<file path="config.mk">
export PLATFORM = sky130hd
export DESIGN_NAME = mp_ifetch_flat
export DESIGN_NICKNAME = d
export VERILOG_FILES = /design/src/rtl/mp_ifetch_pkg.sv /design/src/rtl/mp_ifetch_if.sv /design/src/rtl/mp_ifetch_fifo.sv /design/src/rtl/mp_ifetch.sv /design/src/flat_wrapper.sv
export SDC_FILE = /design/constraint.sdc
export NUM_CORES = 1
export LEC_CHECK = 0
export CAP_MARGIN = 20
export CORE_MARGIN = 1.5
export CORE_UTILIZATION = 40
export DETAILED_ROUTE_END_ITERATION = 8
export GPL_ROUTABILITY_DRIVEN = 0
export GPL_TIMING_DRIVEN = 0
export PLACE_DENSITY = 0.63
export RECOVER_POWER = 25
export SYNTH_ARGS = -nofsm -noshare
export SYNTH_HDL_FRONTEND = slang
export SYNTH_SLANG_ARGS = --single-unit
</file>
<file path="constraint.sdc">
create_clock -name CLK -period 3.76 [get_ports CLK]
set_input_delay 0.752 -clock CLK [delete_from_list [all_inputs] [get_ports CLK]]
set_output_delay 0.752 -clock CLK [all_outputs]
set_load 0.02 [all_outputs]
</file>
<file path="src/rtl/mp_ifetch_pkg.sv">
// mp_ifetch shared types and widths.
// Fetch buffer entries pack the word address above the instruction.
package mp_ifetch_pkg;

  localparam int PC_W       = 30;
  localparam int INST_W     = 32;
  localparam int FB_ENTRY_W = PC_W + INST_W;

  localparam logic [PC_W-1:0] RESET_PC_DEF = '0;

  typedef struct packed {
    logic [PC_W-1:0]   pc;
    logic [INST_W-1:0] inst;
  } fb_entry_t;

endpackage

</file>
<file path="src/rtl/mp_ifetch_if.sv">
// mp_ifetch bus bundle: icache request/return, redirect and decode handshake.
// master = fetch stage, slave = its environment.
interface mp_ifetch_if
  import mp_ifetch_pkg::*;
();

  logic              icache_req;
  logic [PC_W-1:0]   icache_addr;
  logic [INST_W-1:0] icache_data;
  logic              redirect_vld;
  logic [PC_W-1:0]   redirect_pc;
  logic              inst_vld;
  logic [INST_W-1:0] inst_data;
  logic [PC_W-1:0]   inst_pc;
  logic              inst_rdy;

  modport master (
    output icache_req, icache_addr,
    input  icache_data,
    input  redirect_vld, redirect_pc,
    output inst_vld, inst_data, inst_pc,
    input  inst_rdy
  );

  modport slave (
    input  icache_req, icache_addr,
    output icache_data,
    output redirect_vld, redirect_pc,
    input  inst_vld, inst_data, inst_pc,
    output inst_rdy
  );

endinterface

</file>
<file path="src/rtl/mp_ifetch_fifo.sv">
// ifetch_fifo: power-of-2 synchronous FIFO with registered head,
// occupancy count and a synchronous flush that beats push/pop.
module ifetch_fifo #(
  parameter int DEPTH = 4,
  parameter int W     = 62
) (
  input  logic                   clk,
  input  logic                   rst,
  input  logic                   flush_i,
  input  logic                   push_i,
  input  logic [W-1:0]           data_i,
  input  logic                   pop_i,
  output logic [W-1:0]           head_o,
  output logic [$clog2(DEPTH):0] count_o
);

  localparam int AW = $clog2(DEPTH);

  logic [W-1:0]  mem_q [DEPTH];
  logic [AW-1:0] wr_q, wr_d;
  logic [AW-1:0] rd_q, rd_d;
  logic [AW:0]   cnt_q, cnt_d;
  logic          do_pop;

  assign do_pop = pop_i && (cnt_q != '0);

  always_comb begin
    wr_d  = wr_q;
    rd_d  = rd_q;
    cnt_d = cnt_q;
    unique case (1'b1)
      flush_i: begin
        wr_d  = '0;
        rd_d  = '0;
        cnt_d = '0;
      end
      default: begin
        if (push_i) wr_d = wr_q + 1'b1;
        if (do_pop) rd_d = rd_q + 1'b1;
        cnt_d = cnt_q + (AW+1)'(push_i)
                      - (AW+1)'(do_pop);
      end
    endcase
  end

  always_ff @(posedge clk or posedge rst) begin
    if (rst) begin
      wr_q  <= '0;
      rd_q  <= '0;
      cnt_q <= '0;
    end else begin
      wr_q  <= wr_d;
      rd_q  <= rd_d;
      cnt_q <= cnt_d;
    end
  end

  always_ff @(posedge clk) begin
    if (push_i && !flush_i)
      mem_q[wr_q] <= data_i;
  end

  // Upstream credit must keep pushes away from a full buffer.
  always_ff @(posedge clk) begin
    if (!rst && push_i && !flush_i)
      assert (cnt_q < (AW+1)'(DEPTH));
  end

  assign head_o  = mem_q[rd_q];
  assign count_o = cnt_q;

endmodule

</file>
<file path="src/rtl/mp_ifetch.sv">
// mp_ifetch: fetch PC, icache request and fetch buffer to decode.
// IFETCH_PERF_EN adds fetch/stall/flush performance counters.
module mp_ifetch
  import mp_ifetch_pkg::*;
#(
  parameter logic [PC_W-1:0] RESET_PC = RESET_PC_DEF,
  parameter int              FB_DEPTH = 4
) (
  input  logic        CLK,
  input  logic        sys_rst,
  mp_ifetch_if.master bus
`ifdef IFETCH_PERF_EN
  ,
  output logic [31:0] perf_fetch_cnt,
  output logic [31:0] perf_stall_cnt,
  output logic [15:0] perf_flush_cnt
`endif
);

  localparam int CW = $clog2(FB_DEPTH) + 1;

  logic [PC_W-1:0] pc_q, pc_d;
  logic [PC_W-1:0] ifpc_q, ifpc_d;
  logic            started_q;
  logic            infl_q, infl_d;
  logic            req;
  logic            pop;
  logic [CW-1:0]   count;
  logic [CW:0]     credit;
  fb_entry_t       head;
  fb_entry_t       push_ent;

  // Credit counts the in-flight word so a push never finds the buffer full.
  assign credit = {1'b0, count} + (CW+1)'(infl_q);
  assign req    = started_q && !bus.redirect_vld
               && (credit < (CW+1)'(FB_DEPTH));

  always_comb begin
    pc_d   = pc_q;
    infl_d = 1'b0;
    ifpc_d = ifpc_q;
    unique case (1'b1)
      bus.redirect_vld: pc_d = bus.redirect_pc;
      req: begin
        pc_d   = pc_q + 1'b1;
        infl_d = 1'b1;
        ifpc_d = pc_q;
      end
      default: ;
    endcase
  end

  always_ff @(posedge CLK or posedge sys_rst) begin
    if (sys_rst) begin
      pc_q      <= RESET_PC;
      ifpc_q    <= RESET_PC;
      infl_q    <= 1'b0;
      started_q <= 1'b0;
    end else begin
      pc_q      <= pc_d;
      ifpc_q    <= ifpc_d;
      infl_q    <= infl_d;
      started_q <= 1'b1;
    end
  end

  assign push_ent.pc   = ifpc_q;
  assign push_ent.inst = bus.icache_data;
  assign pop           = bus.inst_vld && bus.inst_rdy;

  ifetch_fifo #(
    .DEPTH (FB_DEPTH),
    .W     (FB_ENTRY_W)
  ) u_fifo (
    .clk     (CLK),
    .rst     (sys_rst),
    .flush_i (bus.redirect_vld),
    .push_i  (infl_q && !bus.redirect_vld),
    .data_i  (push_ent),
    .pop_i   (pop),
    .head_o  (head),
    .count_o (count)
  );

  assign bus.icache_req  = req;
  assign bus.icache_addr = pc_q;
  assign bus.inst_vld    = (count != '0);
  assign bus.inst_pc     = head.pc;
  assign bus.inst_data   = head.inst;

`ifdef IFETCH_PERF_EN
  logic [31:0] fetch_q, stall_q;
  logic [15:0] flush_q;

  always_ff @(posedge CLK or posedge sys_rst) begin
    if (sys_rst) begin
      fetch_q <= '0;
      stall_q <= '0;
      flush_q <= '0;
    end else begin
      if (req)
        fetch_q <= fetch_q + 1'b1;
      if (started_q && !bus.redirect_vld && !req)
        stall_q <= stall_q + 1'b1;
      if (bus.redirect_vld)
        flush_q <= flush_q + 1'b1;
    end
  end

  assign perf_fetch_cnt = fetch_q;
  assign perf_stall_cnt = stall_q;
  assign perf_flush_cnt = flush_q;
`endif

endmodule

</file>
<file path="src/flat_wrapper.sv">
// flat-port wrapper written by rule: the top's interface ports become plain ports
module mp_ifetch_flat import mp_ifetch_pkg::*;
#(
  parameter logic [PC_W-1:0] RESET_PC = RESET_PC_DEF,
  parameter int              FB_DEPTH = 4
)
  (CLK, sys_rst, bus_icache_req, bus_icache_addr, bus_icache_data, bus_redirect_vld, bus_redirect_pc, bus_inst_vld, bus_inst_data, bus_inst_pc, bus_inst_rdy);
  mp_ifetch_if bus_i ();
  input  logic CLK;
  input  logic sys_rst;
  output wire logic [$bits(bus_i.icache_req)-1:0] bus_icache_req;
  output wire logic [$bits(bus_i.icache_addr)-1:0] bus_icache_addr;
  input wire logic [$bits(bus_i.icache_data)-1:0] bus_icache_data;
  input wire logic [$bits(bus_i.redirect_vld)-1:0] bus_redirect_vld;
  input wire logic [$bits(bus_i.redirect_pc)-1:0] bus_redirect_pc;
  output wire logic [$bits(bus_i.inst_vld)-1:0] bus_inst_vld;
  output wire logic [$bits(bus_i.inst_data)-1:0] bus_inst_data;
  output wire logic [$bits(bus_i.inst_pc)-1:0] bus_inst_pc;
  input wire logic [$bits(bus_i.inst_rdy)-1:0] bus_inst_rdy;
  assign bus_icache_req = bus_i.icache_req;
  assign bus_icache_addr = bus_i.icache_addr;
  assign bus_i.icache_data = bus_icache_data;
  assign bus_i.redirect_vld = bus_redirect_vld;
  assign bus_i.redirect_pc = bus_redirect_pc;
  assign bus_inst_vld = bus_i.inst_vld;
  assign bus_inst_data = bus_i.inst_data;
  assign bus_inst_pc = bus_i.inst_pc;
  assign bus_i.inst_rdy = bus_inst_rdy;
  mp_ifetch #(.RESET_PC(RESET_PC), .FB_DEPTH(FB_DEPTH)) u_core (.CLK(CLK), .sys_rst(sys_rst), .bus(bus_i));
endmodule
</file>
==> impl_metrics.yaml, run 1 <==
outcome:
  status: "complete, no violations"
power_and_ir_drop:
  power.internal_uw: 7410
  combPwrFrac_pct: 22.7
  p_per_area_mw_per_mm2: 631
  p_switching_uw: 2700
  seqPwrFrac_pct: 44.2
  clock_power_share_pct: 33.1
  ir_worst_vdd_uv: 320
  swShare_pct: 26.7
  p_leak_uw: 0.00529
drt:
  drc: 0
  viasPerCell: 5.43
  wl_um: 27700
  drtPass1Iterations: 4
  vias: 7121
  drt-initial-drc-count: 419
  post_drt_wl_per_cell_um: 21.1
  postRouteAntennaNets: 0
logic_synthesis:
  synth-edff-count: 248
  synth_ff_type: "edfxtp_1"
  ys_seq_area_share_pct: 72.6
  synth_top_family_by_area: "multiplexers"
  yosys-mux-area-fraction_pct: 13.9
  syn-instance-count: 692
  ys_ff_latch: 317
  yosys_warnings: 0
  synth_area_leader_cell: "edfxtp_1"
  synthTopCellsByArea: "edfxtp_1 (59%), dfrtp_1 (14%), mux4_2 (11%)"
  syn_area_per_cell_um2: 18.3
  netlist.area_leader.share_pct: 58.9
  synth-compound-area-share_pct: 3.66
  yosys.area_share.simple_pct: 6.93
  synth.net_count: 767
  synth_adder_area_share_pct: 0.951
  yosysUniqueCellTypes: 48
  netlist_area_mm2: 0.0126
  async_flop_share_pct: 21.8
  synth-xor-area-share_pct: 0.347
sta:
  hold_slack_ns: 0.519
  skew_ns: 0.0228
  finalHoldViolCount: 0
  maxSlewViolCount: 0
  fmax_ghz: 0.285
  fin_crit_sh_pct: 93.4
  min_period_ns: 3.51
  setup_violations: 0
  rsz0062_at_grt: "false"
  worst_pin_slew_ns: 0.847
  slew_headroom_pct: 43.0
  fin_ws_ns: 0.249
  final.setup.tns_ns: 0
critical_path:
  cp_slowest_cell: "mux4_2"
  path_max_fanout: 10
  worstSetupStartpointType: "flip-flop"
  critPathKind: "flip-flop to output pin"
  critPathMaxStageDelay_ns: 0.58
  path_delay_family: "buffers and inverters"
  crit_required_ns: 3.01
  cp_num_buf_inv: 3
  worstPathCellList: "buf_2 -> clkdlybuf4s15_2 -> mux4_2 -> clkdlybuf4s50_1"
  crit_path_end_kind: "output pin"
  cp.arrival_ns: 2.76
floorplanning:
  die_w_um: 181
  die_height_um: 181
  pin_count: 160
  initial_core_util_pct: 41.0
  coreArea_mm2: 0.0308
  rows: 64
  die_area_mm2: 0.0327
global_route:
  grt_pass1_vias: 7465
  gr-total-overflow: 0
  grt_max_degree: 67
  antenna_found_initial: 0
  grt_pass1_wl_um: 43700
  grt_util_all_layers_pct: 17.3
place:
  port-buffer-count: 158
  dpl.cell_count: 1251
  dpl_worst_slack_ns: 0.154
  place_area_mm2: 0.0149
  dp_hpwl_um: 18200
cts:
  clock_sinks: 317
  hold_buffers: 0
  ctsLongestPathBuffers: 3
  cts_htree_levels: 2
  cts_buffers: 35
  clock_latency_ns: 0.51
  clk_transition_reported_paths_ns: 0.06
  cts_root_buffer: "clkbuf_16"
  cts_tree: "built"
layout:
  areaGrowthSynthToFinish_pct: 26.8
  instances_no_fill: 1312
  multi_input_area_mm2: 0.00328
  stdcell_area_mm2: 0.0160
  fill_cells: 2516
  fin_nets: 968
  seqCellArea_mm2: 0.00917
  layout-drive-gt1-share_pct: 19.0
  final_common_cell: "edfxtp_1"
  antenna_cells: 0
  final_cell_mix: "edfxtp_1 (248), clkdlybuf4s50_1 (142), dfrtp_1 (69)"
worst_hold_path:
  min_path_type: "flip-flop to flip-flop"
run:
  maxCapViolations: 0
cells by family (layout without fill, tap and decap cells):
| logic type | Yosys count | count (layout) |
|---|---|---|
| XOR/XNOR | 5 | 5 |
| adder cells (fa/ha/maj) | 9 | 9 |
| AO/OA/AOI/OAI | 67 | 67 |
| buffers and inverters | 49 | 273 |
| flip-flops | 317 | 317 |
| multiplexers | 94 | 94 |
| other | 1 | 1 |
| AND/OR/NAND/NOR | 150 | 150 |
sequential cells by signal, summed over array words and instances, names as in the netlist:
signal and flops:
u_core.u_fifo.wr_q 2, u_core.infl_q 1, u_core.started_q 1, u_core.u_fifo.mem_q 248
u_core.u_fifo.rd_q 2, u_core.u_fifo.count_o 3, u_core.bus.icache_addr 30, u_core.ifpc_q 30
worst reg2reg max path, cell delays in order (launching register included):
cell and delay, ns:
dfrtp_1 0.48, ha_1 0.29, and3b_1 0.26, a22oi_2 0.10, buf_4 0.19, clkbuf_1 0.27, o41ai_1 0.51, nand3_1 0.13
cells in the mapped netlist (2+ instances only):
cell      number
a21boi_0       3
a21oi_1        3
a221oi_1       3
a22o_1         3
a22oi_1        3
a31oi_1       15
and2_1         5
and3_1         3
and4_1         6
buf_1          5
buf_2         11
clkbuf_1      21
dfrtp_1       69
edfxtp_1     248
ha_1           8
inv_1         11
mux2_2        30
mux2i_1        2
mux4_2        62
nand2_1       17
nand3_1       25
nand3b_1       2
nand4_1       12
nand4_2        2
nand4b_1       3
nor2_1        26
nor2b_1       12
nor3b_1        3
nor4_1         3
o211a_1        2
o211ai_1       5
o21ai_0       14
o31ai_1        7
o41ai_1        6
or3_1          6
or4_1         21
xnor2_1        4
per-stage QoR:
stage / util, % / total power (uW)
6_report: 52.0 / 10100
5_1_grt: 52.0 / 10500
4_1_cts: 52.0 / 10200
3_5_place_dp: 48.2 / 6870
3_3_place_gp: 47.7 / 6820
2_1_floorplan: - / 5850
power by group through the flow:
stage                     logic (uW)  clock network (uW)  registers [uW]
after global placement          2290                   0            4530
after floorplan                 1370                   0            4480
after global routing            2470                3560            4520
final                           2290                3350            4470
after CTS                       2340                3430            4470
after detailed placement        2320                   0            4540
layout make-up:
| cell class | count | share of cell area, % |
|---|---|---|
| inverter | 11 | 0.265 |
| timing repair buffer | 164 | 10.8 |
| clock inverter | 16 | 1.13 |
| multi-input combinational | 326 | 20.5 |
| buffer | 38 | 1.09 |
| tap | 396 | 3.09 |
| clock buffer | 44 | 5.94 |
| sequential | 317 | 57.2 |
timing repair:
action	in CTS	in global routing
resized for setup	9	3
setup endpoints to repair	22	11
cloned	0	0
pin swaps	0	1
buffers inserted	0	1
per-layer routing:
layer	GRT usage, %	up-vias	wire length [um]
met5	0	-	0
met4	3.83	0	360
met3	3.57	31	1690
met2	28.1	239	13200
met1	24.1	3630	12400
li1	-	3221	-
path summary, 6_finish.rpt:
check	end	cells past startpoint	start	slack [ns]
max in group asynchronous	u_core.ifpc_q[18]	3	sys_rst	2.48
setup / recovery	bus_inst_pc[23]	4	u_core.u_fifo.rd_q[0]	0.25
hold / removal	u_core.u_fifo.mem_q[3][47]	0	u_core.ifpc_q[15]	0.52
setup reg to reg	u_core.bus.icache_addr[28]	7	u_core.u_fifo.count_o[1]	1.39
hold reg to reg	u_core.u_fifo.mem_q[3][47]	0	u_core.ifpc_q[15]	0.52
min in group asynchronous	u_core.ifpc_q[25]	2	sys_rst	0.67
No activity file was read; power rests on OpenSTA's default activity.
==> run 2, diff against run 1 <==
--- a/config.mk
+++ b/config.mk
@@ -15,4 +15,5 @@
 export RECOVER_POWER = 25
 export SYNTH_ARGS = -nofsm -noshare
 export SYNTH_HDL_FRONTEND = slang
+export SYNTH_HIERARCHICAL = 1
 export SYNTH_SLANG_ARGS = --single-unit
==> run 2 against run 1 <==
Compared with the run above:
- the flow now finishes with violations (DRC)
- sequential share of layout area is 0.56 points higher
- via count is 0.59% lower
- utilization is 0.37 points lower
- sequential power hardly changed
- critical endpoint is now bus_icache_req
==> impl_metrics.yaml, run 2 <==
logic_synthesis:
  ys_seq_area_share_pct: 72.9
  netlist_area_mm2: 0.0126
  synth-edff-count: 248
  synthTopCellsByArea: "edfxtp_1 (59%), dfrtp_1 (14%), mux4_2 (11%)"
  synth_common_cells: "edfxtp_1 (248), dfrtp_1 (69), mux4_2 (62)"
  synth_area_leader_cell: "edfxtp_1"
  ys_ff_latch: 317
  synth_ff_type: "edfxtp_1"
  synth_most_common_cell: "edfxtp_1"
  syn_area_per_cell_um2: 18.7
  async_flop_share_pct: 21.8
  yosys_warnings: 6
  yosysUniqueCellTypes: 53
  netlist.area_leader.share_pct: 59.2
  synth.net_count: 747
  syn-instance-count: 673
cts:
  cts_resized: 0
  cts_tree: "built"
  cts_htree_levels: 2
  ctsLongestPathBuffers: 3
  cts_buffers: 35
  clock_sinks: 317
  cts_setup_buffers: 0
  clk_transition_reported_paths_ns: 0.06
  clock_latency_ns: 0.51
  cts_root_buffer: "clkbuf_16"
  hold_buffers: 0
sta:
  slew_headroom_pct: 58.3
  finalHoldViolCount: 0
  worst_pin_slew_ns: 0.621
  maxSlewViolCount: 0
  fmax_ghz: 0.273
  skew_ns: 0.0270
  setup_violations: 0
  min_period_ns: 3.66
  final.setup.tns_ns: 0
  rsz0062_at_grt: "false"
  fin_crit_sh_pct: 97.4
power_and_ir_drop:
  p_leak_uw: 0.00526
  ir_worst_vdd_uv: 224
  p_per_area_mw_per_mm2: 553
critical_path:
  cp.arrival_ns: 2.91
  crit_path_end_kind: "output pin"
  crit_required_ns: 3.01
  worstSetupStartpointType: "input pin"
  path_max_fanout: 11
  critPathKind: "input pin to output pin"
global_route:
  grt_pass1_vias: 7058
  grt_util_all_layers_pct: 16.9
  use_met2_pct: 26.5
  antenna_found_initial: 0
  grtUsageMet3_pct: 3.33
  grt_max_degree: 49
  gr-total-overflow: 0
  grt_pass1_wl_um: 42000
  grtUsageMet1_pct: 24.3
  grt.busiest_layer: "met2"
place:
  dpl.cell_count: 1233
  dp_hpwl_um: 17800
  port-buffer-count: 159
  place_area_mm2: 0.0148
floorplanning:
  die_w_um: 180
  initial_core_util_pct: 40.9
  rows: 64
  die_area_mm2: 0.0325
  pin_count: 160
  coreArea_mm2: 0.0307
  die_height_um: 180
layout:
  areaGrowthSynthToFinish_pct: 26.1
  final_cell_mix: "edfxtp_1 (248), clkdlybuf4s50_1 (143), dfrtp_1 (69)"
  largest_register: "u_core/u_fifo/mem_q"
  layout-drive-gt1-share_pct: 19.2
  instances_no_fill: 1294
  final_common_cell: "edfxtp_1"
  fin_nets: 948
  stdcell_area_mm2: 0.0159
  largest_register_ffs: 248
drt:
  drc: 24
  vias: 7079
  drtPass1Iterations: 7
  post_drt_wl_per_cell_um: 21.1
  postRouteAntennaNets: 0
  wl_um: 27400
  drt-initial-drc-count: 471
  viasPerCell: 5.47
worst_hold_path:
  min_path_type: "flip-flop to flip-flop"
outcome:
  failed_checks: "DRC"
  status: "finished with violations"
run:
  maxCapViolations: 0
-- run 2: layout make-up --
cell class,count,area [um^2]
fillers,2506,14900
plain buffers,30,235
diodes,2,5.00
clock inverters,10,81.3
flip-flops and latches,317,9170
clock buffers,49,968
multi-input cells,313,3140
inverters,13,48.8
well taps,396,495
repair buffers,164,1720
-- run 2: path summary, 6_finish.rpt --
| check | startpoint | end | slack [ns] | cells past startpoint |
|---|---|---|---|---|
| min | u_core/ifpc_q[10] | u_core/u_fifo/mem_q[0][42] | 0.51 | 0 |
| max | bus_redirect_vld | bus_icache_req | 0.1 | 6 |
| max in group asynchronous | sys_rst | u_core/ifpc_q[9] | 2.32 | 3 |
| max reg2reg | u_core/u_fifo/count_o[1] | u_core/u_fifo/count_o[2] | 1.26 | 10 |
| min reg2reg | u_core/ifpc_q[10] | u_core/u_fifo/mem_q[0][42] | 0.51 | 0 |
| min in group asynchronous | sys_rst | u_core/u_fifo/rd_q[0] | 0.74 | 2 |
-- run 2: per-stage QoR --
stage	hold slack [ns]	util (%)	total power, uW	worst slack [ns]
floorplan	0.471	-	5160	0.415
global placement	0.497	47.7	5710	-1.69
detailed placement	0.508	48.2	5750	0.121
CTS	0.518	51.6	8890	0.116
global route	0.552	51.6	9160	0.0166
finish	0.515	51.6	8780	0.0981
-- run 2: cell families (layout without fill, tap and decap cells) --
logic type      after synthesis  after routing  share of synthesized area (%)
other cells                   1              3                         0.0298
buf+inv                      43            266                           2.26
fa+ha+maj                     8              8                          0.855
simple gates                147            147                           6.43
compound gates               58             58                           3.20
mux                          92             92                           13.8
xor+xnor                      7              7                          0.596
flops                       317            317                           72.9
-- run 2: per-layer routing --
metal	up-vias	wire length, um
met4	0	452
met2	274	12900
met5	-	0
met1	3612	12200
met3	38	1850
li1	3155	-
-- run 2: worst max-delay path: stages --
cell and delay, ns:
clkdlybuf4s50_1 0.54, clkinv_1 0.20, nand3_1 0.15, inv_2 0.21
buf_2 0.37, clkdlybuf4s50_1 0.67
-- run 2: power breakdown --
part | internal [uW] | switching, uW
Clock | 1860 | 1260
Sequential | 4170 | 283
Combinational | 631 | 580
Total | 6660 | 2120
